### src/rtl/header_stripper.sv
// Strips the leading HEADER_SIZE/DATA_WIDTH beats of each packet into o_header_data; payload passes through.
// Header beats are always accepted (ready=1); payload is zero-latency combinational and follows i_out_ready.
module header_stripper #(
  parameter int DATA_WIDTH  = 128,
  parameter int HEADER_SIZE = 256,
  parameter int EMPTY_WIDTH = $clog2(DATA_WIDTH/8)
) (
  input  logic                   clk,
  input  logic                   rst_n,
  input  logic                   i_in_valid,
  output logic                   o_in_ready,
  input  logic                   i_in_sop,
  input  logic                   i_in_eop,
  input  logic [DATA_WIDTH-1:0]  i_in_data,
  input  logic [EMPTY_WIDTH-1:0] i_in_empty,
  output logic                   o_out_valid,
  input  logic                   i_out_ready,
  output logic                   o_out_sop,
  output logic                   o_out_eop,
  output logic [DATA_WIDTH-1:0]  o_out_data,
  output logic [EMPTY_WIDTH-1:0] o_out_empty,
  output logic [HEADER_SIZE-1:0] o_header_data,
  output logic                   o_header_valid,
  output logic                   o_header_err
);

  localparam int N     = HEADER_SIZE / DATA_WIDTH;
  localparam int CNT_W = $clog2(N) + 1;

  typedef enum logic [1:0] {
    IDLE_ST   = 2'd0,
    HEADER_ST = 2'd1,
    DATA_ST   = 2'd2
  } state_t;

  state_t                 r_state;
  state_t                 w_state_nxt;
  logic [CNT_W-1:0]       r_hdr_cnt;
  logic [CNT_W-1:0]       w_cnt_nxt;
  logic [CNT_W-1:0]       w_idx;
  logic [HEADER_SIZE-1:0] r_hdr_shd;
  logic [HEADER_SIZE-1:0] w_shd_nxt;
  logic [HEADER_SIZE-1:0] r_header_data;
  logic                   r_header_valid;
  logic                   r_header_err;
  logic                   r_first_pl;
  logic                   w_store;
  logic                   w_done;
  logic                   w_err;
  logic                   w_in_ready;
  logic                   w_beat;

  assign w_beat = i_in_valid & w_in_ready;

  always_ff @(posedge clk or negedge rst_n) begin
    if (!rst_n) begin
      r_state <= IDLE_ST;
    end else begin
      r_state <= w_state_nxt;
    end
  end

  always_comb begin
    w_state_nxt = r_state;
    w_cnt_nxt   = r_hdr_cnt;
    w_store     = 1'b0;
    w_idx       = '0;
    w_done      = 1'b0;
    w_err       = 1'b0;
    case (r_state)
      IDLE_ST: begin
        if (w_beat && i_in_sop) begin
          if (i_in_eop) begin
            w_err = 1'b1;
          end else begin
            w_store = 1'b1;
            if (N == 1) begin
              w_state_nxt = DATA_ST;
              w_done      = 1'b1;
              w_cnt_nxt   = '0;
            end else begin
              w_state_nxt = HEADER_ST;
              w_cnt_nxt   = CNT_W'(1);
            end
          end
        end
      end
      HEADER_ST: begin
        if (w_beat) begin
          if (i_in_sop && !i_in_eop) begin
            // A fresh sop mid-header abandons the old header and starts over.
            w_store   = 1'b1;
            w_cnt_nxt = CNT_W'(1);
            w_err     = 1'b1;
          end else if (i_in_eop) begin
            w_err       = 1'b1;
            w_state_nxt = IDLE_ST;
            w_cnt_nxt   = '0;
          end else begin
            w_store = 1'b1;
            w_idx   = r_hdr_cnt;
            if (r_hdr_cnt == CNT_W'(N - 1)) begin
              w_state_nxt = DATA_ST;
              w_done      = 1'b1;
              w_cnt_nxt   = '0;
            end else begin
              w_cnt_nxt = r_hdr_cnt + CNT_W'(1);
            end
          end
        end
      end
      DATA_ST: begin
        if (w_beat && i_in_eop) begin
          w_state_nxt = IDLE_ST;
          w_cnt_nxt   = '0;
        end
      end
      default: begin
        w_state_nxt = IDLE_ST;
        w_cnt_nxt   = '0;
      end
    endcase
  end

  always_comb begin
    w_in_ready  = 1'b1;
    o_out_valid = 1'b0;
    o_out_sop   = 1'b0;
    o_out_eop   = 1'b0;
    o_out_data  = '0;
    o_out_empty = '0;
    if (r_state == DATA_ST) begin
      w_in_ready  = i_out_ready;
      o_out_valid = i_in_valid;
      o_out_sop   = r_first_pl;
      o_out_eop   = i_in_eop;
      o_out_data  = i_in_data;
      o_out_empty = i_in_eop ? i_in_empty : '0;
    end
  end

  // First received beat lands in the MSBs of the shadow.
  always_comb begin
    w_shd_nxt = r_hdr_shd;
    if (w_store) begin
      for (int k = 0; k < N; k++) begin
        if (w_idx == CNT_W'(k)) begin
          w_shd_nxt[HEADER_SIZE-1-k*DATA_WIDTH -: DATA_WIDTH] = i_in_data;
        end
      end
    end
  end

  always_ff @(posedge clk or negedge rst_n) begin
    if (!rst_n) begin
      r_hdr_cnt      <= '0;
      r_hdr_shd      <= '0;
      r_header_data  <= '0;
      r_header_valid <= 1'b0;
      r_header_err   <= 1'b0;
      r_first_pl     <= 1'b0;
    end else begin
      r_hdr_cnt      <= w_cnt_nxt;
      r_hdr_shd      <= w_shd_nxt;
      r_header_valid <= w_done;
      r_header_err   <= w_err;
      if (w_done) begin
        r_header_data <= w_shd_nxt;
      end
      if (w_done) begin
        r_first_pl <= 1'b1;
      end else if (r_state == DATA_ST && w_beat) begin
        r_first_pl <= 1'b0;
      end
    end
  end

  assign o_in_ready     = w_in_ready;
  assign o_header_data  = r_header_data;
  assign o_header_valid = r_header_valid;
  assign o_header_err   = r_header_err;

endmodule

### config.mk
export PLATFORM = sky130hd
export DESIGN_NAME = header_stripper
export DESIGN_NICKNAME = d
export VERILOG_FILES = /design/src/rtl/header_stripper.sv
export SDC_FILE = /design/constraint.sdc
export NUM_CORES = 1
export LEC_CHECK = 0
export BUFFER_PORTS_ARGS = -buffer_cell sky130_fd_sc_hd__buf_2
export CELL_PAD_IN_SITES_DETAIL_PLACEMENT = 1
export CELL_PAD_IN_SITES_GLOBAL_PLACEMENT = 2
export CORE_ASPECT_RATIO = 1.75
export CORE_MARGIN = 2
export CORE_UTILIZATION = 30
export DETAILED_ROUTE_END_ITERATION = 6
export PLACE_DENSITY_LB_ADDON = 0.12
export SETUP_SLACK_MARGIN = 0.05
export SLEW_MARGIN = 20
export SYNTH_ARGS = -nofsm -noshare
export SYNTH_HDL_FRONTEND = slang
export SYNTH_SLANG_ARGS = --single-unit
### constraint.sdc
create_clock -name clk -period 3 [get_ports clk]
set_input_delay 0.6 -clock clk [delete_from_list [all_inputs] [get_ports clk]]
set_output_delay 0.6 -clock clk [all_outputs]
set_load 0.005 [all_outputs]
* Word-level counts from Yosys, hierarchy flattened
Cells that the tools add are included.
** Storage, ports and cells
- Flip-flop bits (word level) :: 519
- Input bits :: 138
- Output and inout port bits :: 394
- Logic and storage cells :: 73
** Operators by class
- Add/subtract/negate cells :: 1
- Equal/unequal tests :: 10
- Muxes and demuxes :: 44
- Bitwise operators :: 1
- Reduce and logical (&&, ||, !) cells :: 10
** Operators by type and width (number)
- two-way mux 128 bit :: 3
- two-way mux 256 bit :: 1
- two-way mux 2 bit :: 15
- two-way mux 1 bit :: 19
- one-hot mux 2 bit (3 select lines) :: 2
- inequality test 2 bit, second input constant :: 5
- two-way mux 4 bit :: 2
- equality test 2 x 1 -> 1 bit, second input constant :: 3
- AND reduction 6 bit :: 1
- logical AND 1 bit :: 4
- zero test 2 bit :: 2
- one-hot mux 1 bit (2 select lines) :: 2
- AND reduction 4 bit :: 1
- inequality test 3 bit, second input constant :: 1
- adder 2 x 1 -> 2 bit, second input constant :: 1
- equality test 2 bit, second input constant :: 1
- nonzero test 2 bit :: 1
- AND 1 bit :: 1
- zero test 1 bit :: 1

* Depth between registers and ports, before layout
Gate-level depths: netlist of the first run.
- Depth after elaboration :: 8
- Mapped depth :: 7
- Depth with buffers taken out :: 4

* Worst setup path before layout of the first run
No wires, ideal clock.
- Path type :: reg-to-output
- From :: reg r_state[1]
- To :: out o_out_data[100]
- Data arrival time :: 1.362 ns
- Data required time :: 2.400 ns
- Setup slack :: 1.038 ns
- Cell stages (with the launch flop) :: 7
- Buffers on the path :: 4
- Cells stage by stage :: dfrtp_1 > buf_2 > nor2b_1 > buf_2 > clkbuf_1 > clkbuf_1 > and2_1
** Between the ends
- Word-level cells in the longest chain between the ends :: 2
** Ends and longest elaborated chain
- from (decl) :: line 36 : state_t r_state;
- from (signal assigned) :: line 59 : r_state <= w_state_nxt;
- equality test 2 bit :: line 132 : if (r_state == DATA_ST) begin
- two-way mux 128 bit :: line 132
- to (decl) :: line 20 : output logic [DATA_WIDTH-1:0] o_out_data,
No other way between the ends.

* Worst setup path in the final report of the first run
- From :: reg r_state[1]
- To :: out o_out_data[71]
Same word-level chain as after synthesis.

==> out/qor.txt, run 1 <==
TIMING
------------------------------------------------------------------------------------------------------
Relative max-transition margin                                                                   40.5%
Number of failing hold endpoints at the final stage                                                  3
Total setup violations reported at the end of the flow                                               0
Setup repair after global routing missed its margin                                                 no
Final Skew                                                                                     11.9 ps
Worst Max-Slew Pin Slew                                                                         892 ps
Period minus WS final                                                                          2760 ps
Max-slew violation count                                                                             0
Smallest hold slack                                                                           -3.50 ps
Setup TNS                                                                                         0 ps
Crit share post-route                                                                            92.0%
Worst setup slack after layout                                                                  239 ps
Fmax                                                                                           362 MHz

SYNTH
------------------------------------------------------------------------------------------------------
Mean post-synth cell area                                                                     14.4 µm²
Yosys top cell area share                                                                        58.8%
Combined area of all synthesized cells                                                       16600 µm²
Count of distinct cell types in the synthesized netlist                                             30
Cell type with the highest aggregate area in the netlist                                  sky130_fd_sc_hd__dfrtp_1
Sequential-to-total area share from yosys stat                                                   58.8%
Synth Register Bits                                                                                391
Synth area leaders                                                                        sky130_fd_sc_hd__dfrtp_1 (59%), sky130_fd_sc_hd__mux2_2 (26%), sky130_fd_sc_hd__nor3b_1 (5.8%)
Total nets after synthesis                                                                        1295
Post-synth ARST share                                                                             100%
Most instantiated flip-flop cell in the synthesis netlist                                 sky130_fd_sc_hd__dfrtp_1
Post-Synthesis Cells                                                                              1157
Count of flip-flops with a built-in enable after synthesis                                           0
Warning count from the yosys run                                                                     0

ROUTING
------------------------------------------------------------------------------------------------------
Metal3 WL                                                                                      3240 µm
Detailed router's first-iteration violation count                                                  332
Count of antenna-violating nets left after detailed routing                                          0
Remaining DRCs                                                                                       0
Average wire per standard cell                                                                 21.1 µm
Sum of routed wire segments on met1                                                           19300 µm
First-pass detailed-route iteration total                                                            4
Total Wirelength                                                                              50300 µm
Total met2 wirelength after detailed routing                                                  26900 µm
Via count                                                                                        11234
Vias per inst                                                                                     4.71
Highest routing layer actually used                                                               met5

CELLS AND AREA
------------------------------------------------------------------------------------------------------
Layout net count                                                                                  1801
Antenna cells                                                                                        0
Total of fill cells in the finished design                                                        5914
Post-synthesis to final-layout area growth                                                       28.2%
Share of final-layout standard cells stronger than drive strength 1                              58.9%

CLOCKING
------------------------------------------------------------------------------------------------------
TritonCTS clock tree                                                                               yes
Cts bufs inserted                                                                                   41
Clock transition at the register clock pins on the worst setup and hold paths after CTS          60 ps
Total number of clock tree sinks                                                                   391
Master cell of the clock root buffer                                                      sky130_fd_sc_hd__clkbuf_16
Buffers from clock root to sink, at most                                                             3
Number of setup buffers added after CTS                                                              0
Clock network latency to the later pin of the worst-skew pair                                   530 ps
Cells resized by post-CTS repair                                                                     0
Total of hold buffers inserted after clock tree synthesis                                            0
Deepest level of the CTS H-tree                                                                      2

GLOBAL ROUTING
------------------------------------------------------------------------------------------------------
Congestion Overflow GR                                                                               0
All-Layer GR Usage                                                                               17.1%
Largest net degree at the start of global routing                                                  130
Wire length of the first global-routing pass                                                  75900 µm
Antenna violations before repair                                                                     1
Via count of the first global-routing pass                                                       11963

DIE
------------------------------------------------------------------------------------------------------
Die area                                                                                     57400 µm²
Num ports                                                                                          532
Number of placement rows                                                                           114
Total core area                                                                              55100 µm²
X dimension of the die                                                                          182 µm
Vert. Die Dim                                                                                   315 µm
Initial core utilization                                                                         30.2%

CRITICAL PATH
------------------------------------------------------------------------------------------------------
Crit path buffers/inverters                                                                          2
Category of the worst setup path launch point                                                 register
Worst-path cell chain                                                                     nor2b_4 > buf_4 > and2_1 > buf_2
Maximum fanout along the worst path                                                                 68
Critical path start-end classification                                                      reg -> out
CP Data Required Time                                                                          2400 ps
Data arrival time of the critical path                                                         2160 ps
Kind of capture point of the worst setup path                                              output port
Critical path's slowest cell                                                              sky130_fd_sc_hd__dfrtp_1
Top delay family on crit path                                                             buffers and inverters
Maximum cell stage delay along the critical path                                                520 ps

PLACED DESIGN
------------------------------------------------------------------------------------------------------
HPWL reported at the end of detailed placement                                                35300 µm
Number of buffers added on ports                                                                   531
Pre-CTS WS                                                                                      643 ps
Final weighted congestion of routability-driven global placement                                 0.711

POWER
------------------------------------------------------------------------------------------------------
Static power due to leakage                                                                    10.7 nW
Cell Pwr Density                                                                            952 nW/µm²
Largest voltage drop on the vdd net                                                             469 µV
Overall power after layout                                                                     20.3 mW

HOLD PATH
------------------------------------------------------------------------------------------------------
Classification of the worst-slack hold path                                                in -> async

OUTCOME
------------------------------------------------------------------------------------------------------
Status                                                                                    finished with violations
Violations in the final reports                                                            hold timing

RUN
------------------------------------------------------------------------------------------------------
Max-capacitance violation count                                                                      0

-- per-stage QoR --
step | cell area (µm²) | util, % | cells
2_1_floorplan | 16600 | - | 1157
3_3_place_gp | 20000 | 36.4 | 2316
3_5_place_dp | 20000 | 36.4 | 2316
4_1_cts | 21300 | 38.7 | 2384
5_1_grt | 21300 | 38.7 | 2384
6_report | 21300 | 38.7 | 2384
-- worst paths after layout --
| kind | from | endpoint | slack (ps) | cells after the start |
|---|---|---|---|---|
| max reg2reg | r_state[1] | o_header_data[30] | 920 | 4 |
| max | r_state[1] | o_out_data[71] | 240 | 4 |
| max in group asynchronous | rst_n | o_header_data[102] | 2120 | 2 |
| min | rst_n | r_hdr_shd[138] | -4 | 1 |
| min in group clk | i_in_data[16] | r_hdr_shd[144] | 320 | 2 |
| min reg2reg | r_first_pl | r_first_pl | 480 | 2 |
-- cell families after synthesis --
logic type | count (synthesis) | synth area share (%)
AOI/OAI and AO/OA | 9 | 0.391
adders and majority gates | 1 | 0.0602
buffers and inverters | 93 | 3.07
DFF | 391 | 58.8
muxes | 385 | 26.1
and+or+nand+nor | 278 | 11.6
-- state kept, by name, summed over array words and instances (netlist names) --
signal and count:
o_header_valid 1, r_hdr_shd 128, o_header_err 1, r_state 2, o_header_data 256, r_first_pl 1
r_hdr_cnt 2
-- per-layer routing --
metal | up-vias | track usage (%)
met4 | 2 | 4.12
met3 | 51 | 4.22
li1 | 5021 | -
met1 | 5809 | 19.4
met2 | 351 | 32.2
met5 | - | 0
-- cell usage in the layout (no fill, tap or decap), types with 2 or more instances in the layout --
| cell type | n |
|---|---|
| sky130_fd_sc_hd__and2_1 | 131 |
| sky130_fd_sc_hd__and3_1 | 4 |
| sky130_fd_sc_hd__buf_12 | 13 |
| sky130_fd_sc_hd__buf_2 | 529 |
| sky130_fd_sc_hd__buf_4 | 12 |
| sky130_fd_sc_hd__bufinv_16 | 3 |
| sky130_fd_sc_hd__clkbuf_1 | 14 |
| sky130_fd_sc_hd__clkbuf_16 | 41 |
| sky130_fd_sc_hd__clkbuf_8 | 6 |
| sky130_fd_sc_hd__clkinv_2 | 4 |
| sky130_fd_sc_hd__dfrtp_1 | 391 |
| sky130_fd_sc_hd__mux2_1 | 7 |
| sky130_fd_sc_hd__mux2_2 | 378 |
| sky130_fd_sc_hd__nand2_1 | 3 |
| sky130_fd_sc_hd__nor3b_1 | 128 |
| sky130_fd_sc_hd__nor3b_2 | 2 |
| sky130_fd_sc_hd__o21a_1 | 2 |
-- synthesized netlist by cell type, types with 2 or more instances --
| cell type | instances |
|---|---|
| sky130_fd_sc_hd__buf_4 | 5 |
| sky130_fd_sc_hd__clkbuf_1 | 28 |
| sky130_fd_sc_hd__nand2_1 | 3 |
| sky130_fd_sc_hd__and2_1 | 131 |
| sky130_fd_sc_hd__nor3b_2 | 3 |
| sky130_fd_sc_hd__nor2b_1 | 2 |
| sky130_fd_sc_hd__nor3b_1 | 128 |
| sky130_fd_sc_hd__dfrtp_1 | 391 |
| sky130_fd_sc_hd__and3_1 | 4 |
| sky130_fd_sc_hd__buf_2 | 48 |
| sky130_fd_sc_hd__mux2_1 | 7 |
| sky130_fd_sc_hd__mux2_2 | 378 |
| sky130_fd_sc_hd__buf_6 | 11 |
| sky130_fd_sc_hd__o21a_1 | 2 |
-- power breakdown --
group	internal [mW]	switching (mW)
registers	7.66	1.14
clock network	2.91	2.06
logic	3.61	2.90
-- final cells by class --
| cell class | count | area [µm²] | share of cell area (%) |
|---|---|---|---|
| Inverter | 1 | 8.76 | 0.0411 |
| Multi-Input combinational cell | 673 | 6360 | 29.9 |
| Timing Repair Buffer | 555 | 3010 | 14.1 |
| Clock buffer | 61 | 1160 | 5.45 |
| Clock inverter | 7 | 110 | 0.517 |
| Sequential cell | 391 | 9780 | 45.9 |
| Tap cell | 696 | 871 | 4.09 |
(Power assumes the default switching activity.)
==> run 2, diff against run 1 <==
ABC_AREA = 1   (was not set)
==> run 2 against run 1 <==
Compared with the run above: the flow now finishes without violations; register-to-register slack lost 200 ps; synthesized cell count grew 82%; first-iteration DRC count grew 100%; critical endpoint is now o_out_data[42]; largest power group unchanged; highest routed layer unchanged.
==> out/qor.txt, run 2 <==
DIE
------------------------------------------------------------------------------------------------------
Number of placement rows                                                                           115   +0.88%
Die area                                                                                     59100 µm²   +2.9%
Total core area                                                                              56300 µm²   +2.2%
Num ports                                                                                          532   unchanged
Vert. Die Dim                                                                                   320 µm   +1.5%
X dimension of the die                                                                          185 µm   +1.5%
Initial core utilization                                                                         30.4%   +0.24 points

TIMING
------------------------------------------------------------------------------------------------------
Worst Max-Slew Pin Slew                                                                         819 ps   -73.5 ps
Crit share post-route                                                                            94.6%   +2.6 points
Setup repair after global routing missed its margin                                                 no
Final Skew                                                                                     15.5 ps   +3.61 ps
Setup TNS                                                                                         0 ps   unchanged
Period minus WS final                                                                          2840 ps   +77.6 ps
Relative max-transition margin                                                                   45.4%   +4.9 points
Fmax                                                                                           352 MHz   -2.7%
Worst setup slack after layout                                                                  162 ps   -77.6 ps
Number of failing hold endpoints at the final stage                                                  0   -3
Total setup violations reported at the end of the flow                                               0   unchanged
Max-slew violation count                                                                             0   unchanged

CELLS AND AREA
------------------------------------------------------------------------------------------------------
Post-synthesis to final-layout area growth                                                       29.6%
Final non-filler cell total                                                                       3396   +42%
Area occupied by multi-input gates                                                            5710 µm²   -10%
Most frequent cells in the layout                                                         sky130_fd_sc_hd__nand2_1 (787), sky130_fd_sc_hd__buf_2 (530), sky130_fd_sc_hd__dfrtp_1 (391), sky130_fd_sc_hd__inv_1 (264), sky130_fd_sc_hd__nand3_1 (258)
Most frequent standard cell in the layout excluding fill and tap cells                    sky130_fd_sc_hd__nand2_1
Largest register FFs                                                                               256   unchanged
Antenna cells                                                                                        0   unchanged
Total of fill cells in the finished design                                                        6919   +17%
Sequential cell area                                                                          9780 µm²   unchanged
Share of final-layout standard cells stronger than drive strength 1                              24.7%   -34 points
Layout net count                                                                                  2740   +52%

CRITICAL PATH
------------------------------------------------------------------------------------------------------
CP Data Required Time                                                                          2400 ps   about the same
Maximum cell stage delay along the critical path                                                520 ps   about the same
Crit path buffers/inverters                                                                          3   +1
Maximum fanout along the worst path                                                                 45   -34%
Top delay family on crit path                                                             buffers and inverters
Category of the worst setup path launch point                                                 register
Critical register-to-register path endpoint                                               o_header_data[240]
Critical path start-end classification                                                      reg -> out
Kind of capture point of the worst setup path                                              output port
Reg2reg path depth                                                                                  10   +6
Critical path's slowest cell                                                              sky130_fd_sc_hd__dfrtp_1
Slack of the worst reg-to-reg path                                                              720 ps   -200 ps
Data arrival time of the critical path                                                         2240 ps   +80 ps
Beginning of the worst register-to-register path                                            r_state[0]
Worst-path cell chain                                                                     nor2_1 > bufinv_16 > buf_4 > nor2_1 > buf_2
Cell occurring most often along the worst timing path                                     sky130_fd_sc_hd__nor2_1

CLOCKING
------------------------------------------------------------------------------------------------------
Total number of clock tree sinks                                                                   391   unchanged
TritonCTS clock tree                                                                               yes
Clock transition at the register clock pins on the worst setup and hold paths after CTS          60 ps   about the same
Cts bufs inserted                                                                                   42   +2.4%
Buffers from clock root to sink, at most                                                             3   unchanged
Clock network latency to the later pin of the worst-skew pair                                   570 ps   +40 ps
Master cell of the clock root buffer                                                      sky130_fd_sc_hd__clkbuf_16
Number of setup buffers added after CTS                                                              0   unchanged
Deepest level of the CTS H-tree                                                                      2   unchanged

ROUTING
------------------------------------------------------------------------------------------------------
Count of antenna-violating nets left after detailed routing                                          0   unchanged
Average wire per standard cell                                                                 18.5 µm   -12%
Remaining DRCs                                                                                       0   unchanged
Total Wirelength                                                                              62900 µm   +25%
Detailed router's first-iteration violation count                                                  666   +100%
Vias per inst                                                                                     4.53   -3.9%
First-pass detailed-route iteration total                                                            4   unchanged
Via count                                                                                        15373   +37%

SYNTH
------------------------------------------------------------------------------------------------------
Most repeated cell in the gate-level netlist after synthesis                              sky130_fd_sc_hd__nand2_1
Area fraction in compound gates after synthesis                                                 0.270%   -0.12 points
Combined area of all synthesized cells                                                       17100 µm²   +3.0%
Count of flip-flops with a built-in enable after synthesis                                           0   unchanged
Count of distinct cell types in the synthesized netlist                                             21   -30%
Synth Register Bits                                                                                391   unchanged
Cell type with the highest aggregate area in the netlist                                  sky130_fd_sc_hd__dfrtp_1
Most instantiated flip-flop cell in the synthesis netlist                                 sky130_fd_sc_hd__dfrtp_1
Simple-gate portion of the synthesized area                                                      33.0%   +21 points
Post-Synthesis Cells                                                                              2107   +82%
Sequential-to-total area share from yosys stat                                                   57.1%   -1.7 points
Synth area leaders                                                                        sky130_fd_sc_hd__dfrtp_1 (57%), sky130_fd_sc_hd__nand2_1 (17%), sky130_fd_sc_hd__nand3_1 (7.5%)
Top cells by count, synth                                                                 sky130_fd_sc_hd__nand2_1 (788), sky130_fd_sc_hd__dfrtp_1 (391), sky130_fd_sc_hd__inv_1 (264)
Post-synthesis xor/xnor area fraction                                                               0%   unchanged
Warning count from the yosys run                                                                     0   unchanged
Adder-cell share of the synthesized area                                                            0%   -0.060 points
Yosys top cell area share                                                                        57.1%   -1.7 points
Main combinational cell family by area after synthesis                                    simple AND/OR/NAND/NOR gates
Post-synth ARST share                                                                             100%   unchanged
Total nets after synthesis                                                                        2245   +73%
Mean post-synth cell area                                                                     8.13 µm²   -43%
Proportion of synthesized area in mux cells                                                         0%   -26 points

PLACED DESIGN
------------------------------------------------------------------------------------------------------
Number of buffers added on ports                                                                   531   unchanged
Number of instances in the placed design                                                          3318   +43%
Pre-CTS WS                                                                                      478 ps   -165 ps
HPWL reported at the end of detailed placement                                                43300 µm   +23%
Final weighted congestion of routability-driven global placement                                 0.790   +11%

GLOBAL ROUTING
------------------------------------------------------------------------------------------------------
Wire length of the first global-routing pass                                                  97500 µm   +28%
Antenna violations before repair                                                                     3   +2
Congestion Overflow GR                                                                               0   unchanged
All-Layer GR Usage                                                                               21.3%   +4.2 points
Via count of the first global-routing pass                                                       16722   +40%
Largest net degree at the start of global routing                                                  120   -7.7%

POWER
------------------------------------------------------------------------------------------------------
Static power due to leakage                                                                    13.2 nW   +24%
Largest voltage drop on the vdd net                                                             410 µV   -13%
Cell Pwr Density                                                                            909 nW/µm²   -4.5%
Overall power after layout                                                                     20.2 mW   -0.61%

HOLD PATH
------------------------------------------------------------------------------------------------------
Classification of the worst-slack hold path                                                in -> async

OUTCOME
------------------------------------------------------------------------------------------------------
Status                                                                                    finished clean

RUN
------------------------------------------------------------------------------------------------------
Max-capacitance violation count                                                                      0   unchanged

run 2: routing by layer:
metal  up-vias  track usage, %  wire length (µm)
li1       7290               -                 -
met1      7545            25.0             25400
met2       446            37.9             31500
met3        88            5.09              4100
met4         4            6.77              1890
met5         -               0                27
run 2: through the flow:
stage | hold slack [ps] | area [µm²] | utilization [%]
6_report | 30.1 | 22200 | 39.4
5_1_grt | 63.6 | 22200 | 39.4
4_1_cts | 31.7 | 22200 | 39.4
3_5_place_dp | 454 | 20600 | 36.6
3_3_place_gp | 449 | 20600 | 36.6
2_1_floorplan | 304 | 17100 | -
run 2: kinds of logic (layout without fill, tap and decap cells):
family / after synthesis / in the layout
and+or+nand+nor: 1325 / 1325
DFF: 391 / 391
buffers and inverters: 384 / 913
AOI/OAI and AO/OA: 7 / 7
run 2: power by group:
group	internal [mW]	switching [mW]	total, mW	leakage, nW
logic	2.44	3.35	5.80	7.62
clock network	3.62	2.32	5.93	0.786
registers	7.43	1.01	8.44	4.79
total	13.5	6.68	20.2	13.2
run 2: final cells by class:
class	instances	area share, %
Tap cell	760	4.29
Inverter	268	4.69
Multi-Input combinational cell	1332	25.7
Sequential cell	391	44.1
Clock inverter	15	1.05
Clock buffer	63	6.06
Timing Repair Buffer	567	14.1
run 2: worst max-delay path by stage:
stage | from | endpoint | slack (ps) | cells after the start
floorplan | r_state[1] | o_out_data[100] | 1110 | 6
global placement | r_state[0] | o_out_data[42] | 490 | 5
detailed placement | r_state[0] | o_out_data[93] | 480 | 5
CTS | r_state[1] | o_out_data[93] | 120 | 6
global route | r_state[0] | o_out_data[43] | 50 | 5
finish | r_state[0] | o_out_data[42] | 160 | 5
run 2: timing repair:
item,in CTS,in global routing
endpoints found under the setup margin,95,0
resized for setup,3,0
hold buffers,0,0
run 2: worst register-to-register path, stage by stage (launching register included):
cell	delay (ps)
sky130_fd_sc_hd__dfrtp_1	520
sky130_fd_sc_hd__inv_2	70
sky130_fd_sc_hd__nand3_2	70
sky130_fd_sc_hd__nand2_1	130
sky130_fd_sc_hd__inv_2	150
sky130_fd_sc_hd__nand2_2	120
sky130_fd_sc_hd__nor2_8	220
sky130_fd_sc_hd__inv_8	100
sky130_fd_sc_hd__buf_12	200
sky130_fd_sc_hd__nand2_1	510
sky130_fd_sc_hd__nand2_1	80
==> run 3, diff against run 2 <==
CORE_UTILIZATION = 26   (was 30)
REMOVE_ABC_BUFFERS = 1   (was not set)
clock period = 2.3 ns   (was 3 ns; I/O delays follow)
==> run 3 against run 2 <==
Compared with the run above: clock power grew 12%; global-route usage shrank 2.0 points; clock skew shrank 4.2 ps; count of clock-buffer cells in the layout shrank 2; flip-flop and latch count is the same; cell count grew 4.4%; combinational power grew 36%; via count grew 0.18%; non-clock buffer count grew 39.
==> out/qor.txt, run 3 (synthesized netlist as in run 2, its figures left out) <==
POWER
------------------------------------------------------------------------------------------------------
Overall power after layout                                                                     25.5 mW   +27%
Static power due to leakage                                                                    13.4 nW   +1.3%
Cell Pwr Density                                                                           1110 nW/µm²   +22%
Largest voltage drop on the vdd net                                                             711 µV   +73%

DIE
------------------------------------------------------------------------------------------------------
Die area                                                                                     68000 µm²   +15%
Num ports                                                                                          532   unchanged
Initial core utilization                                                                         26.2%   -4.2 points
X dimension of the die                                                                          198 µm   +7.3%
Vert. Die Dim                                                                                   344 µm   +7.3%
Total core area                                                                              65300 µm²   +16%
Number of placement rows                                                                           124   +7.8%

TIMING
------------------------------------------------------------------------------------------------------
Total setup violations reported at the end of the flow                                               0   unchanged
Fmax                                                                                           449 MHz
Setup repair after global routing missed its margin                                                yes
Max-slew violation count                                                                             0   unchanged
Crit share post-route                                                                            96.9%
Period minus WS final                                                                          2230 ps
Number of failing hold endpoints at the final stage                                                  0   unchanged
Relative max-transition margin                                                                   70.5%   +25 points
Worst Max-Slew Pin Slew                                                                         442 ps   -376 ps
Final Skew                                                                                     11.2 ps   -4.25 ps
Smallest hold slack                                                                            96.6 ps   +66.5 ps

CELLS AND AREA
------------------------------------------------------------------------------------------------------
Largest register FFs                                                                               256   unchanged
Total of fill cells in the finished design                                                        7865   +14%
Most frequent cells in the layout                                                         sky130_fd_sc_hd__nand2_1 (787), sky130_fd_sc_hd__buf_2 (525), sky130_fd_sc_hd__dfrtp_1 (390), sky130_fd_sc_hd__inv_1 (263), sky130_fd_sc_hd__nand3_1 (258)
Layout net count                                                                                  2781   +1.5%
Final instance area                                                                          23100 µm²   +4.0%
Antenna cells                                                                                        0   unchanged
Most frequent standard cell in the layout excluding fill and tap cells                    sky130_fd_sc_hd__nand2_1
Post-synthesis to final-layout area growth                                                       34.8%
Share of final-layout standard cells stronger than drive strength 1                              28.6%   +3.8 points

CLOCKING
------------------------------------------------------------------------------------------------------
Total number of clock tree sinks                                                                   391   unchanged
TritonCTS clock tree                                                                               yes
Clock network latency to the later pin of the worst-skew pair                                   580 ps   about the same
Buffers from clock root to sink, at most                                                             3   unchanged
Cts bufs inserted                                                                                   43   +2.4%
Clock transition at the register clock pins on the worst setup and hold paths after CTS          60 ps   about the same
Deepest level of the CTS H-tree                                                                      2   unchanged
Master cell of the clock root buffer                                                      sky130_fd_sc_hd__clkbuf_16

HOLD PATH
------------------------------------------------------------------------------------------------------
Classification of the worst-slack hold path                                                  in -> reg

GLOBAL ROUTING
------------------------------------------------------------------------------------------------------
Largest net degree at the start of global routing                                                   59   -51%
Congestion Overflow GR                                                                               0   unchanged
Via count of the first global-routing pass                                                       16750   +0.17%
Antenna violations before repair                                                                     2   -1
Wire length of the first global-routing pass                                                 101000 µm   +3.4%
All-Layer GR Usage                                                                               19.3%   -2.0 points

OUTCOME
------------------------------------------------------------------------------------------------------
Status                                                                                    finished clean

CRITICAL PATH
------------------------------------------------------------------------------------------------------
Worst-path cell chain                                                                     inv_2 > nor2_4 > buf_12 > inv_12 > clkbuf_16 > nor2_2 > buf_2
Critical path's slowest cell                                                              sky130_fd_sc_hd__dfrtp_1
Data arrival time of the critical path                                                         1770 ps   -470 ps
Critical path start-end classification                                                      reg -> out
Top delay family on crit path                                                             buffers and inverters
Category of the worst setup path launch point                                                 register
Kind of capture point of the worst setup path                                              output port
Crit path buffers/inverters                                                                          5   +2
CP Data Required Time                                                                          1840 ps   -560 ps
Maximum cell stage delay along the critical path                                                360 ps   -160 ps
Maximum fanout along the worst path                                                                 11   -76%

ROUTING
------------------------------------------------------------------------------------------------------
Average wire per standard cell                                                                 18.7 µm   +0.83%
Detailed router's first-iteration violation count                                                  573   -14%
Vias per inst                                                                                     4.34   -4.1%
Count of antenna-violating nets left after detailed routing                                          0   unchanged
Total Wirelength                                                                              66300 µm   +5.3%
Metal3 WL                                                                                      5110 µm   +25%
Sum of routed wire segments on met1                                                           27000 µm   +6.4%
Total met2 wirelength after detailed routing                                                  32900 µm   +4.3%
Highest routing layer actually used                                                               met5
Remaining DRCs                                                                                       0   unchanged
First-pass detailed-route iteration total                                                            4   unchanged
Via count                                                                                        15401   +0.18%

PLACED DESIGN
------------------------------------------------------------------------------------------------------
Number of buffers added on ports                                                                   531   unchanged
Final weighted congestion of routability-driven global placement                                 0.766   -3.0%
Area after DPL                                                                               21100 µm²   +2.7%
HPWL reported at the end of detailed placement                                                45600 µm   +5.3%

RUN
------------------------------------------------------------------------------------------------------
Max-capacitance violation count                                                                      0   unchanged

[run 3: cell types whose count changed in the layout (fill, tap and decap cells not counted), moves of 4 or more]
| cell | delta |
|---|---|
| sky130_fd_sc_hd__nor2_1 | -87 |
| sky130_fd_sc_hd__nor2_2 | +66 |
| sky130_fd_sc_hd__nor2_4 | +21 |
| sky130_fd_sc_hd__buf_12 | +18 |
| sky130_fd_sc_hd__buf_4 | +12 |
| sky130_fd_sc_hd__clkbuf_8 | -9 |
| sky130_fd_sc_hd__buf_16 | +7 |
| sky130_fd_sc_hd__bufinv_16 | -7 |
| sky130_fd_sc_hd__clkbuf_1 | +7 |
| sky130_fd_sc_hd__buf_2 | -5 |
| sky130_fd_sc_hd__buf_6 | +4 |
[run 3: repair_timing]
| action | 4_1_cts | 5_1_grt |
|---|---|---|
| cloned | 6 | 2 |
| pin swaps | 2 | 0 |
| setup endpoints to repair | 135 | 127 |
| hold endpoints to repair | 24 | 0 |
| gates resized for setup | 46 | 86 |
| buffers inserted | 5 | 1 |
| hold buffers | 1 | 0 |
[run 3: final timing paths]
kind / slack (ps) / start / cells after the start / endpoint
worst max-delay path: 70 / r_state[1] / 7 / o_out_data[94]
worst min-delay path: 100 / i_in_data[75] / 3 / o_header_data[75]
worst max register to register: 190 / r_state[0] / 10 / r_hdr_shd[174]
worst min register to register: 460 / o_header_data[72] / 2 / o_header_data[72]
max in group asynchronous: 1080 / rst_n / 4 / o_header_data[24]
min in group asynchronous: 390 / rst_n / 2 / o_header_data[139]
[run 3: cell type report]
type	instances	area (µm²)	area share [%]
multi-input cells	1332	6040	26.1
repair inverters	1	16.3	0.0704
clock inverters	5	25.0	0.108
inverters	268	1030	4.44
well taps	882	1100	4.78
clock buffers	61	1250	5.40
flip-flops and latches	391	9790	42.4
repair buffers	606	3850	16.7
[run 3: metrics by stage]
stage	setup TNS (ps)	setup slack, ps	std cells	utilization, %
global placement	0	31.7	3465	32.4
detailed placement	0	84.5	3465	32.4
CTS	0	18.0	3543	34.9
global route	-184	-13.0	3546	35.3
finish	0	72.1	3546	35.3
floorplan	-1445470	-4320	1991	-
[run 3: layer usage]
layer | track usage (%) | vias to the layer above
met1 | 23.0 | 7543
li1 | - | 7358
met3 | 5.96 | 68
met2 | 34.0 | 430
met5 | 0 | -
met4 | 4.62 | 2
[run 3: worst reg2reg max path, stage by stage (launching register included)]
cell and delay (ps):
sky130_fd_sc_hd__dfrtp_2 430, sky130_fd_sc_hd__buf_4 180, sky130_fd_sc_hd__inv_2 60, sky130_fd_sc_hd__nand3_2 60, sky130_fd_sc_hd__nand2_1 160, sky130_fd_sc_hd__inv_2 100
sky130_fd_sc_hd__nand2_4 80, sky130_fd_sc_hd__buf_12 280, sky130_fd_sc_hd__buf_4 340, sky130_fd_sc_hd__nand3_1 140, sky130_fd_sc_hd__and2_1 190
[run 3: report_power, final]
part           leakage (nW)  total [mW]  switching (mW)  internal, mW
Combinational          7.96        7.91            4.50          3.41
Sequential             4.79        11.0            1.29          9.70
Clock                 0.629        6.62            2.89          3.72
